## config.mk

```make
export PLATFORM = sky130hd
export DESIGN_NAME = execute_stage_md
export DESIGN_NICKNAME = d
export VERILOG_FILES = /design/src/rtl/exec_pkg.sv /design/src/rtl/execute_stage_md_md_unit.sv /design/src/rtl/execute_stage_md.sv
export SDC_FILE = /design/constraint.sdc
export NUM_CORES = 2
export LEC_CHECK = 0
export CAP_MARGIN = 20
export CORE_ASPECT_RATIO = 0.8
export CORE_UTILIZATION = 35
export DETAILED_ROUTE_END_ITERATION = 10
export GPL_ROUTABILITY_DRIVEN = 0
export PLACE_DENSITY_LB_ADDON = 0.2
export RECOVER_POWER = 25
export SLEW_MARGIN = 15
export SYNTH_ARGS = -nofsm -noshare
export SYNTH_HDL_FRONTEND = slang
export SYNTH_SLANG_ARGS = --single-unit
```

## constraint.sdc

```tcl
create_clock -name clk -period 5.4 [get_ports clk]
set_input_delay 0.81 -clock clk [delete_from_list [all_inputs] [get_ports clk]]
set_output_delay 0.81 -clock clk [all_outputs]
set_load 0.02 [all_outputs]
```

## src/rtl/exec_pkg.sv

```systemverilog
// exec_pkg: shared encodings for the execute stage.
//   - ALU operation codes (4 bit)
//   - branch funct3 and M-extension funct3 constants
//   - forward-select encodings
//   - md_unit FSM state enum
package exec_pkg;

    // ALU operations
    localparam logic [3:0] ALU_ADD  = 4'd0;
    localparam logic [3:0] ALU_SUB  = 4'd1;
    localparam logic [3:0] ALU_AND  = 4'd2;
    localparam logic [3:0] ALU_OR   = 4'd3;
    localparam logic [3:0] ALU_XOR  = 4'd4;
    localparam logic [3:0] ALU_SLT  = 4'd5;
    localparam logic [3:0] ALU_SLTU = 4'd6;
    localparam logic [3:0] ALU_SLL  = 4'd7;
    localparam logic [3:0] ALU_SRL  = 4'd8;
    localparam logic [3:0] ALU_SRA  = 4'd9;

    // Branch funct3
    localparam logic [2:0] BR_BEQ  = 3'b000;
    localparam logic [2:0] BR_BNE  = 3'b001;
    localparam logic [2:0] BR_BLT  = 3'b100;
    localparam logic [2:0] BR_BGE  = 3'b101;
    localparam logic [2:0] BR_BLTU = 3'b110;
    localparam logic [2:0] BR_BGEU = 3'b111;

    // M-extension funct3
    localparam logic [2:0] MD_MUL    = 3'b000;
    localparam logic [2:0] MD_MULH   = 3'b001;
    localparam logic [2:0] MD_MULHSU = 3'b010;
    localparam logic [2:0] MD_MULHU  = 3'b011;
    localparam logic [2:0] MD_DIV    = 3'b100;
    localparam logic [2:0] MD_DIVU   = 3'b101;
    localparam logic [2:0] MD_REM    = 3'b110;
    localparam logic [2:0] MD_REMU   = 3'b111;

    // Forward selects (11 falls back to the register file value)
    localparam logic [1:0] FWD_REG  = 2'b00;
    localparam logic [1:0] FWD_RESW = 2'b01;
    localparam logic [1:0] FWD_ALUM = 2'b10;

    typedef enum logic [1:0] {
        MD_IDLE = 2'd0,
        MD_BUSY = 2'd1,
        MD_DONE = 2'd2
    } mdState_t;

endpackage

```

## src/rtl/execute_stage_md_md_unit.sv

```systemverilog
// md_unit: iterative RV32M/RV64M multiply/divide.
//   Shift-add multiply and restoring divide on operand magnitudes, with a
//   sign fix-up applied to the final result. One iteration per cycle.
// Ports:
//   clk, resetn      clock, async active-low reset
//   start            M op present in E (ignored while flush is high)
//   flush            abandon / do not start
//   funct3           M-extension funct3, captured at start
//   opA, opB         post-forward operands, captured at start
//   busy             combinational stall request
//   done             result valid this cycle
//   result           selected result (valid when done)
module md_unit import exec_pkg::*; #(
    parameter int XLEN = 32
) (
    input  logic            clk,
    input  logic            resetn,
    input  logic            start,
    input  logic            flush,
    input  logic [2:0]      funct3,
    input  logic [XLEN-1:0] opA,
    input  logic [XLEN-1:0] opB,
    output logic            busy,
    output logic            done,
    output logic [XLEN-1:0] result
);

    localparam int CW = $clog2(XLEN + 1);

    mdState_t state, stateNext;
    logic     load, step;

    logic [CW-1:0]   cnt;
    logic [2:0]      opF3;
    logic [XLEN-1:0] accHi;   // mul: product high half / div: partial remainder
    logic [XLEN-1:0] accLo;   // mul: multiplier, shifting into low half / div: dividend -> quotient
    logic [XLEN-1:0] opReg;   // mul: multiplicand magnitude / div: divisor magnitude
    logic            negRes;  // negate product or quotient
    logic            negRem;  // negate remainder (follows dividend sign)
    logic            divZero;

    // ---------------- FSM ----------------
    always_ff @(posedge clk or negedge resetn) begin
        if (!resetn) state <= MD_IDLE;
        else         state <= stateNext;
    end

    always_comb begin
        stateNext = state;
        busy      = 1'b0;
        load      = 1'b0;
        step      = 1'b0;
        case (state)
            MD_IDLE: begin
                if (start && !flush) begin
                    busy      = 1'b1;
                    load      = 1'b1;
                    stateNext = MD_BUSY;
                end
            end
            MD_BUSY: begin
                busy = 1'b1;
                if (flush) begin
                    stateNext = MD_IDLE;
                end else begin
                    step = 1'b1;
                    if (cnt == CW'(1)) stateNext = MD_DONE;
                end
            end
            MD_DONE: stateNext = MD_IDLE;
            default: stateNext = MD_IDLE;
        endcase
    end

    assign done = (state == MD_DONE);

    // ---------------- operand conditioning ----------------
    logic            aSigned, bSigned, negA, negB, isDiv;
    logic [XLEN-1:0] magA, magB;

    always_comb begin
        isDiv = funct3[2];
        if (isDiv) begin
            aSigned = !funct3[0];
            bSigned = !funct3[0];
        end else begin
            aSigned = (funct3 != MD_MULHU);
            bSigned = (funct3 == MD_MUL) || (funct3 == MD_MULH);
        end
        negA = aSigned & opA[XLEN-1];
        negB = bSigned & opB[XLEN-1];
        magA = negA ? -opA : opA;
        magB = negB ? -opB : opB;
    end

    // ---------------- one iteration ----------------
    logic [XLEN:0]   mulSum;
    logic [XLEN:0]   divShift;
    logic            divGe;
    logic [XLEN:0]   divDiff;

    always_comb begin
        mulSum   = {1'b0, accHi} + (accLo[0] ? {1'b0, opReg} : '0);
        divShift = {accHi, accLo[XLEN-1]};
        divGe    = (divShift >= {1'b0, opReg});
        divDiff  = divShift - {1'b0, opReg};
    end

    always_ff @(posedge clk or negedge resetn) begin
        if (!resetn) begin
            cnt     <= '0;
            opF3    <= '0;
            accHi   <= '0;
            accLo   <= '0;
            opReg   <= '0;
            negRes  <= 1'b0;
            negRem  <= 1'b0;
            divZero <= 1'b0;
        end else if (load) begin
            cnt     <= CW'(XLEN);
            opF3    <= funct3;
            accHi   <= '0;
            accLo   <= isDiv ? magA : magB;
            opReg   <= isDiv ? magB : magA;
            negRes  <= negA ^ negB;
            negRem  <= negA;
            divZero <= (opB == '0);
        end else if (step) begin
            cnt <= cnt - CW'(1);
            if (opF3[2]) begin
                // Remainder never exceeds XLEN bits once the divisor is subtracted.
                accHi <= divGe ? divDiff[XLEN-1:0] : divShift[XLEN-1:0];
                accLo <= {accLo[XLEN-2:0], divGe};
            end else begin
                accHi <= mulSum[XLEN:1];
                accLo <= {mulSum[0], accLo[XLEN-1:1]};
            end
        end
    end

    // ---------------- result with sign fix-up ----------------
    logic [2*XLEN-1:0] prod;
    logic [XLEN-1:0]   quo, rem;

    always_comb begin
        prod = {accHi, accLo};
        if (negRes) prod = -prod;
        // Divide by zero: quotient all ones regardless of sign; the remainder
        // falls out naturally as the dividend.
        quo = divZero ? '1 : (negRes ? -accLo : accLo);
        rem = negRem ? -accHi : accHi;
        case (opF3)
            MD_MUL:                  result = prod[XLEN-1:0];
            MD_MULH, MD_MULHSU,
            MD_MULHU:                result = prod[2*XLEN-1:XLEN];
            MD_DIV, MD_DIVU:         result = quo;
            default:                 result = rem;
        endcase
    end

endmodule

```

## src/rtl/execute_stage_md.sv

```systemverilog
// execute_stage_md: EX stage of the 5-stage RISC-V pipe, including EX/MEM.
//   Forwarding muxes, combinational ALU, branch/JALR resolution, and an
//   iterative M unit that stalls E via BusyE.
// Ports:
//   clk, resetn                       clock, async active-low reset
//   *E controls / operands            from ID/EX
//   ForwardAE/BE, ResultW, ALUResultM_fb  forwarding from the hazard unit
//   FlushE                            squash the instruction in E
//   PCTargetE, PCSrcE                 fetch redirect
//   BusyE                             stall request (M op in progress)
//   *M                                EX/MEM register outputs
module execute_stage_md import exec_pkg::*; #(
    parameter int              XLEN           = 32,
    parameter logic [XLEN-1:0] RESET_PC_PLUS4 = '0
) (
    input  logic            clk,
    input  logic            resetn,
    input  logic            RegWriteE,
    input  logic            MemWriteE,
    input  logic            JumpE,
    input  logic            JalrE,
    input  logic            BranchE,
    input  logic            ALUSrcE,
    input  logic [1:0]      ResultSrcE,
    input  logic [3:0]      ALUControlE,
    input  logic [2:0]      BranchOpE,
    input  logic            MdOpE,
    input  logic [2:0]      MdFunct3E,
    input  logic [XLEN-1:0] RD1E,
    input  logic [XLEN-1:0] RD2E,
    input  logic [XLEN-1:0] PCE,
    input  logic [XLEN-1:0] ImmExtE,
    input  logic [XLEN-1:0] PCPlus4E,
    input  logic [4:0]      RdE,
    input  logic [1:0]      ForwardAE,
    input  logic [1:0]      ForwardBE,
    input  logic [XLEN-1:0] ResultW,
    input  logic [XLEN-1:0] ALUResultM_fb,
    input  logic            FlushE,
    output logic [XLEN-1:0] PCTargetE,
    output logic            PCSrcE,
    output logic            BusyE,
    output logic            RegWriteM,
    output logic            MemWriteM,
    output logic [1:0]      ResultSrcM,
    output logic [XLEN-1:0] ALUResultM,
    output logic [XLEN-1:0] WriteDataM,
    output logic [XLEN-1:0] PCPlus4M,
    output logic [4:0]      RdM
);

    localparam int SHW = $clog2(XLEN);

    // ---------------- forwarding ----------------
    function automatic logic [XLEN-1:0] fwd(input logic [XLEN-1:0] rf,
                                            input logic [1:0]      sel,
                                            input logic [XLEN-1:0] resW,
                                            input logic [XLEN-1:0] aluM);
        case (sel)
            FWD_RESW: fwd = resW;
            FWD_ALUM: fwd = aluM;
            default:  fwd = rf;
        endcase
    endfunction

    logic [XLEN-1:0] SrcA, SrcB, WriteDataE;

    assign SrcA       = fwd(RD1E, ForwardAE, ResultW, ALUResultM_fb);
    assign WriteDataE = fwd(RD2E, ForwardBE, ResultW, ALUResultM_fb);
    assign SrcB       = ALUSrcE ? ImmExtE : WriteDataE;

    // ---------------- ALU ----------------
    logic [SHW-1:0]  shamt;
    logic [XLEN-1:0] aluResult;

    assign shamt = SrcB[SHW-1:0];

    always_comb begin
        case (ALUControlE)
            ALU_ADD:  aluResult = SrcA + SrcB;
            ALU_SUB:  aluResult = SrcA - SrcB;
            ALU_AND:  aluResult = SrcA & SrcB;
            ALU_OR:   aluResult = SrcA | SrcB;
            ALU_XOR:  aluResult = SrcA ^ SrcB;
            ALU_SLT:  aluResult = {{(XLEN-1){1'b0}}, $signed(SrcA) < $signed(SrcB)};
            ALU_SLTU: aluResult = {{(XLEN-1){1'b0}}, SrcA < SrcB};
            ALU_SLL:  aluResult = SrcA << shamt;
            ALU_SRL:  aluResult = SrcA >> shamt;
            ALU_SRA:  aluResult = XLEN'($signed(SrcA) >>> shamt);
            default:  aluResult = '0;
        endcase
    end

    // ---------------- branch / jump ----------------
    logic brEq, brLt, brLtu, taken;

    always_comb begin
        brEq  = (SrcA == WriteDataE);
        brLt  = ($signed(SrcA) < $signed(WriteDataE));
        brLtu = (SrcA < WriteDataE);
        case (BranchOpE)
            BR_BEQ:  taken = brEq;
            BR_BNE:  taken = !brEq;
            BR_BLT:  taken = brLt;
            BR_BGE:  taken = !brLt;
            BR_BLTU: taken = brLtu;
            BR_BGEU: taken = !brLtu;
            default: taken = 1'b0;
        endcase
    end

    assign PCTargetE = JalrE ? ((SrcA + ImmExtE) & ~XLEN'(1)) : (PCE + ImmExtE);
    assign PCSrcE    = !FlushE & (JumpE | JalrE | (BranchE & taken));

    // ---------------- multiply / divide ----------------
    logic            mdBusy, mdDone;
    logic [XLEN-1:0] mdResult;

    md_unit #(.XLEN(XLEN)) u_md (
        .clk    (clk),
        .resetn (resetn),
        .start  (MdOpE),
        .flush  (FlushE),
        .funct3 (MdFunct3E),
        .opA    (SrcA),
        .opB    (WriteDataE),
        .busy   (mdBusy),
        .done   (mdDone),
        .result (mdResult)
    );

    // Gated so a held M op cannot raise a stall while reset is asserted.
    assign BusyE = mdBusy & resetn;

    // ---------------- EX/MEM register ----------------
    always_ff @(posedge clk or negedge resetn) begin
        if (!resetn) begin
            RegWriteM  <= 1'b0;
            MemWriteM  <= 1'b0;
            ResultSrcM <= '0;
            ALUResultM <= '0;
            WriteDataM <= '0;
            PCPlus4M   <= RESET_PC_PLUS4;
            RdM        <= '0;
        end else begin
            // Data fields load unconditionally; a bubble only kills the controls.
            ALUResultM <= mdDone ? mdResult : aluResult;
            WriteDataM <= WriteDataE;
            PCPlus4M   <= PCPlus4E;
            if (FlushE || BusyE) begin
                RegWriteM  <= 1'b0;
                MemWriteM  <= 1'b0;
                ResultSrcM <= '0;
                RdM        <= '0;
            end else begin
                RegWriteM  <= RegWriteE;
                MemWriteM  <= MemWriteE;
                ResultSrcM <= ResultSrcE;
                RdM        <= RdE;
            end
        end
    end

endmodule

```

# Word level (Yosys, flattened, before mapping)
# Index checks and enable logic that the tools add are counted.
[op_classes] n_mux=41 bitwise_logic=11 addsub=12 n_eq_ne=31 shift=3 order_cmp=5 reduce_logical=18
[op_table] op="32-bit 2-to-1 mux" n=18
[op_table] op="32-bit case mux with 10 select lines" n=1
[op_table] op="32-bit < comparator" n=4
[op_table] op="32-bit negation" n=4
[op_table] op="32-bit case mux with 2 select lines" n=2
[op_table] op="32-bit adder" n=3
[op_table] op="32-bit case mux with 3 select lines" n=1
[op_table] op="64-bit 2-to-1 mux" n=1
[op_table] op="64-bit negation" n=1
[op_table] op="32-bit subtractor" n=2
[op_table] op="32-bit by 32-bit adder with 33-bit output" n=1
[op_table] op="33-bit by 32-bit greater-or-equal comparator with 1-bit output" n=1
[op_table] op="32-bit AND" n=1
[op_table] op="32-bit equality test" n=1
[op_table] op="32-bit logical NOT" n=1
[op_table] op="32-bit bitwise OR" n=1
[op_table] op="32-bit by 5-bit << shifter with 32-bit output" n=1
[op_table] op="32-bit by 5-bit right shift with 32-bit output" n=1
[op_table] op="32-bit by 5-bit >>> shifter with 32-bit output" n=1
[op_table] op="32-bit XOR" n=1
[op_table] op="3-bit equality test (second input constant)" n=6
[op_table] op="4-bit by 3-bit equality test with 1-bit output (second input constant)" n=4
[op_table] op="6-bit 2-to-1 mux" n=2
[op_table] op="3-bit by 1-bit equality test with 1-bit output (second input constant)" n=3
[op_table] op="29 further kinds" n=59
[word_totals] register_bits=215 output_inout_bits=139

# Longest topological paths before layout
[logic_depth] depth_word=8 ltp_mapped=22 ltp_nobuf=18

# Cells and area by module
# A second synthesis with hierarchy kept.
[hier_totals] cells_unflattened=4304 hier_area_um2=30686.9
[modules_own_cells] module="execute_stage_md" seq_area_each_um2=2627.5 n_inst=1 cells_each=2472 area_per_inst_um2=17471.8
[modules_own_cells] module="md_unit" seq_area_each_um2=2752.6 n_inst=1 cells_each=1832 area_per_inst_um2=13215.2

# Least setup slack after synthesis
# No wires, ideal clock.
[synth_path] path_kind="input port to flip-flop" from="input port ForwardBE[0]" to="register ALUResultM[31]" arrival_ns=5.518 required_ns=5.269 stages=21 path_buffers=7 setup_time_ns=0.131 path_slack_ns=-0.250 path_cell_list="inv_1 > ha_1 > buf_2 > buf_2 > or2_2 > o221ai_4 > buf_4 > buf_2 > buf_2 > buf_2 > ha_1 > clkbuf_1 > a221oi_1 > o21ai_0 > or4_1 > a31o_2 > o31a_1 > a21oi_1 > xor2_1 > a221oi_1 > o21ai_1"
[synth_between] elab_chain_len=6 word_cells_on_any_way=14
[synth_rtl] element="from (decl)" line_no="execute_stage_md.sv:36" rtl="input logic [1:0] ForwardBE,"
[synth_rtl] element="2-bit equality test / 2-bit by 1-bit equality test with 1-bit output (equally long branches)" line_no="execute_stage_md.sv:59" rtl="case (sel)"
[synth_rtl] element="32-bit case mux with 2 select lines *" line_no="execute_stage_md.sv:59"
[synth_rtl] element="32-bit 2-to-1 mux *" line_no="execute_stage_md.sv:70" rtl="assign SrcB = ALUSrcE ? ImmExtE : WriteDataE;"
[synth_rtl] element="32-bit subtractor, or another cell as far along" line_no="execute_stage_md.sv:81" rtl="ALU_SUB: aluResult = SrcA - SrcB;"
[synth_rtl] element="32-bit case mux with 10 select lines *" line_no="execute_stage_md.sv:79" rtl="case (ALUControlE)"
[synth_rtl] element="32-bit 2-to-1 mux *" line_no="execute_stage_md.sv:147" rtl="ALUResultM <= mdDone ? mdResult : aluResult;"
[synth_rtl] element="to (signal assigned)" line_no="execute_stage_md.sv:147"
[synth_rtl] element="to (decl)" line_no="execute_stage_md.sv:46" rtl="output logic [XLEN-1:0] ALUResultM,"
# Mark *: on every way between the ends. The rest lies on a longest branch, timed or not.
# A chain may end at the register's enable or synchronous reset.

# Final worst setup path
[layout_path] from="input port ForwardBE[0]" to="register ALUResultM[5]"
# The elaborated chain is that of the path after synthesis.

==> reports/results.ini <==
[synthesis]
yosysTopAreaCell=dfrtp_1
ys_top_cells_by_area=dfrtp_1, ha_1, o21ai_0
netlist_area_um2=30050
ys_async_sr_fraction=1.000
synth_ff_type=dfrtp_1
synth_nets=4581
synthTopCellsByCount=nand2_1, o21ai_0, nor2_1
yosys_register_bits=215
synth_edf_count=0
synth.distinct_cells=96
yosysTopAreaCellShare=0.1790
avgSynthCellArea_um2=7.413
syn_inst=4054
yosysSeqAreaShare=0.1790
synth_warnings=0
synth_most_common_cell=nand2_1

[worst_setup_path]
cp.required_ns=5.74
worstPathArrival_ns=5.67
start_kind=primary input
setup.worst_path.end=ALUResultM[5]
critPathKind=in2reg
reg2regPathDepth=13
reg2reg_from=u_md.accLo[0]
cp-startpoint=ForwardBE[0]
rrSetupSlack_ns=0.85
critPathCaptureType=flop
worst-path-max-fanout=19
r2r-end=u_md.accHi[30]

[clocking]
numCtsBuffers=26
clock-sinks=215
clk_latency_ns=0.57
cts_root_buf=clkbuf_16
htree_levels=1
cts_tree=built
clock_path_buffers=3
clk_pin_slew_ns=0.06

[global_routing]
grt_max_degree=90
grt_pass1_wl_um=220700
grt_overflow_total=0
grt_antenna_before_repair=8
grtUsageTotal=0.3360
grt_pass1_vias=33250

[cells_and_area]
seqCellArea_um2=5383
finalNonFillerCells=6026
drive_gt1_frac=0.1820
fillCellCount=8437
fin_nets=5413
multi_input_area_um2=23130
fin_area_um2=40870
area_growth_syn_to_layout_pct=36.01

[drt]
ant_nets=0
drt_first_pass_iters=8
wl_um=152800
drt_iter0_drc=4915
vias_per_cell=6.055
route.detailed.drc=0
wl_per_cell_um=25.35
vias=36490

[status]
outcome=finished, violations left
violations=max-capacitance violations, max-slew violations

[hold_path]
hold_class=in2async

[sta]
hold_viol_final=0
finClkSkew_ns=0.01661
setup_viol_count_final=0
period_share=0.9873
period_needed_ns=5.332
worst_pin_slew_ns=3.523
fmax_mhz=187.6
whs_ns=0.2230
slew-limit-headroom=-1.349
drv_slew=58

[placed_design]
dpl.hpwl_um=123000
post_dp_cell_area_um2=39340
io_buffers=393
placedCellCount=5957

[power]
leakagePower_nw=18.20
ir_drop_v=0.0003089
p_total_w=0.01530
power_density_nw_per_um2=374.3

[floorplan]
coreArea_um2=84510
design.die.area_um2=87040
fp-row-count=95
die_w_um=329.6
start_util=0.3556
die_y_um=264.1
ios=394

[flow_run]
maxCapViolations=1

-- sequential cells by signal (all words and copies together), names as in the netlist --
register	flops
ALUResultM	32
PCPlus4M	32
WriteDataM	32
u_md.accHi	32
u_md.accLo	32
u_md.opReg	32
u_md.cnt	6
RdM	5
u_md.opF3	3
ResultSrcM	2
u_md.state	2
MemWriteM	1
RegWriteM	1
u_md.divZero	1
u_md.negRem	1
u_md.negRes	1
-- how the worst min path moves through the flow --
stage,slack (ns),to,cells past startpoint,from
6_report,0.22,PCPlus4M[21],1,resetn
3_3_place_gp,0.47,u_md.opReg[9],2,u_md.opReg[9]
4_1_cts,0.26,PCPlus4M[21],1,resetn
2_1_floorplan,0.45,u_md.opReg[12],2,u_md.opReg[12]
5_1_grt,0.27,PCPlus4M[21],1,resetn
3_5_place_dp,0.48,u_md.opReg[15],2,u_md.opReg[15]
-- cells in the final DEF (no fill, tap or decap), types with 36 or more instances in the layout --
master,count
o211ai_1,80
nand3_1,67
inv_1,200
nand2_1,409
a21o_1,66
a211oi_1,51
ha_1,258
o21ai_0,349
o221ai_1,57
or3_1,36
a221oi_1,41
xnor2_1,171
a31oi_1,43
mux2i_1,167
o21ai_1,53
nand4_1,42
a21oi_1,309
a22oi_1,64
xor2_1,108
clkdlybuf4s50_1,332
dfrtp_1,213
nor2_1,325
buf_4,653
nor3_1,75
-- critical path, stage by stage --
cell and delay, ns:
dlymetal6s2s_1 0.13, buf_4 0.13, ha_1 0.33, buf_8 0.20, a22o_1 0.22, o21ai_1 0.27
buf_4 0.20, a21boi_2 0.07, buf_4 0.15, buf_4 0.22, inv_2 0.37, mux2i_1 0.39
nor2_1 0.07, o21ai_0 0.29, nor2_1 0.10, a211oi_1 0.21, buf_4 0.17, a2111oi_2 0.07
a2111oi_0 0.82, buf_4 0.22, o21ai_0 0.20
-- power breakdown --
group | leakage (nW) | switching [W] | total, W | internal [W]
clock network | 0.467 | 0.000761 | 0.00199 | 0.00123
registers | 2.70 | 0.000755 | 0.00274 | 0.00199
logic | 15.0 | 0.00620 | 0.0106 | 0.00436
total | 18.2 | 0.00772 | 0.0153 | 0.00758
-- final cells by class --
class	count	share of cell area
inverter	211	0.01947
antenna	5	0.0003061
multi-input combinational	3359	0.5659
clock buffer	35	0.01772
clock inverter	13	0.005786
sequential	215	0.1317
tap	1115	0.03413
timing repair buffer	1073	0.2250
-- metal layers --
layer / part of all wire / global-route usage
met5: 0.0012 / 0.02341
met4: 0.038 / 0.1030
met3: 0.14 / 0.1257
met2: 0.39 / 0.4669
met1: 0.43 / 0.4710
-- per-stage QoR --
stage / TNS [ns] / utilization / worst slack [ns]
2_1_floorplan: -0.07484 / - / -0.07484
6_report: 0 / 0.4836 / 0.06832
3_3_place_gp: -25.52 / 0.4655 / -1.124
5_1_grt: -0.0006857 / 0.4835 / -0.0006857
4_1_cts: 0 / 0.4787 / 0.009556
3_5_place_dp: -27.31 / 0.4655 / -1.142
-- cell families after synthesis --
kind of cell	Yosys count	share of synthesized area
AOI/OAI and AO/OA	1428	0.3072
DFF	215	0.1790
muxes	193	0.06574
xor gates and xnor gates	279	0.08131
adders and majority gates	272	0.1147
and+or+nand+nor	1187	0.1855
buffers and inverters	480	0.06645
-- what timing repair did --
item	in CTS	in global routing
pin swaps	14	22
gates resized for setup	113	71
cloned	0	3
hold buffers	0	0
setup endpoints to repair	32	27
setup buffers	3	10
Power figures use the tool's default switching activity.
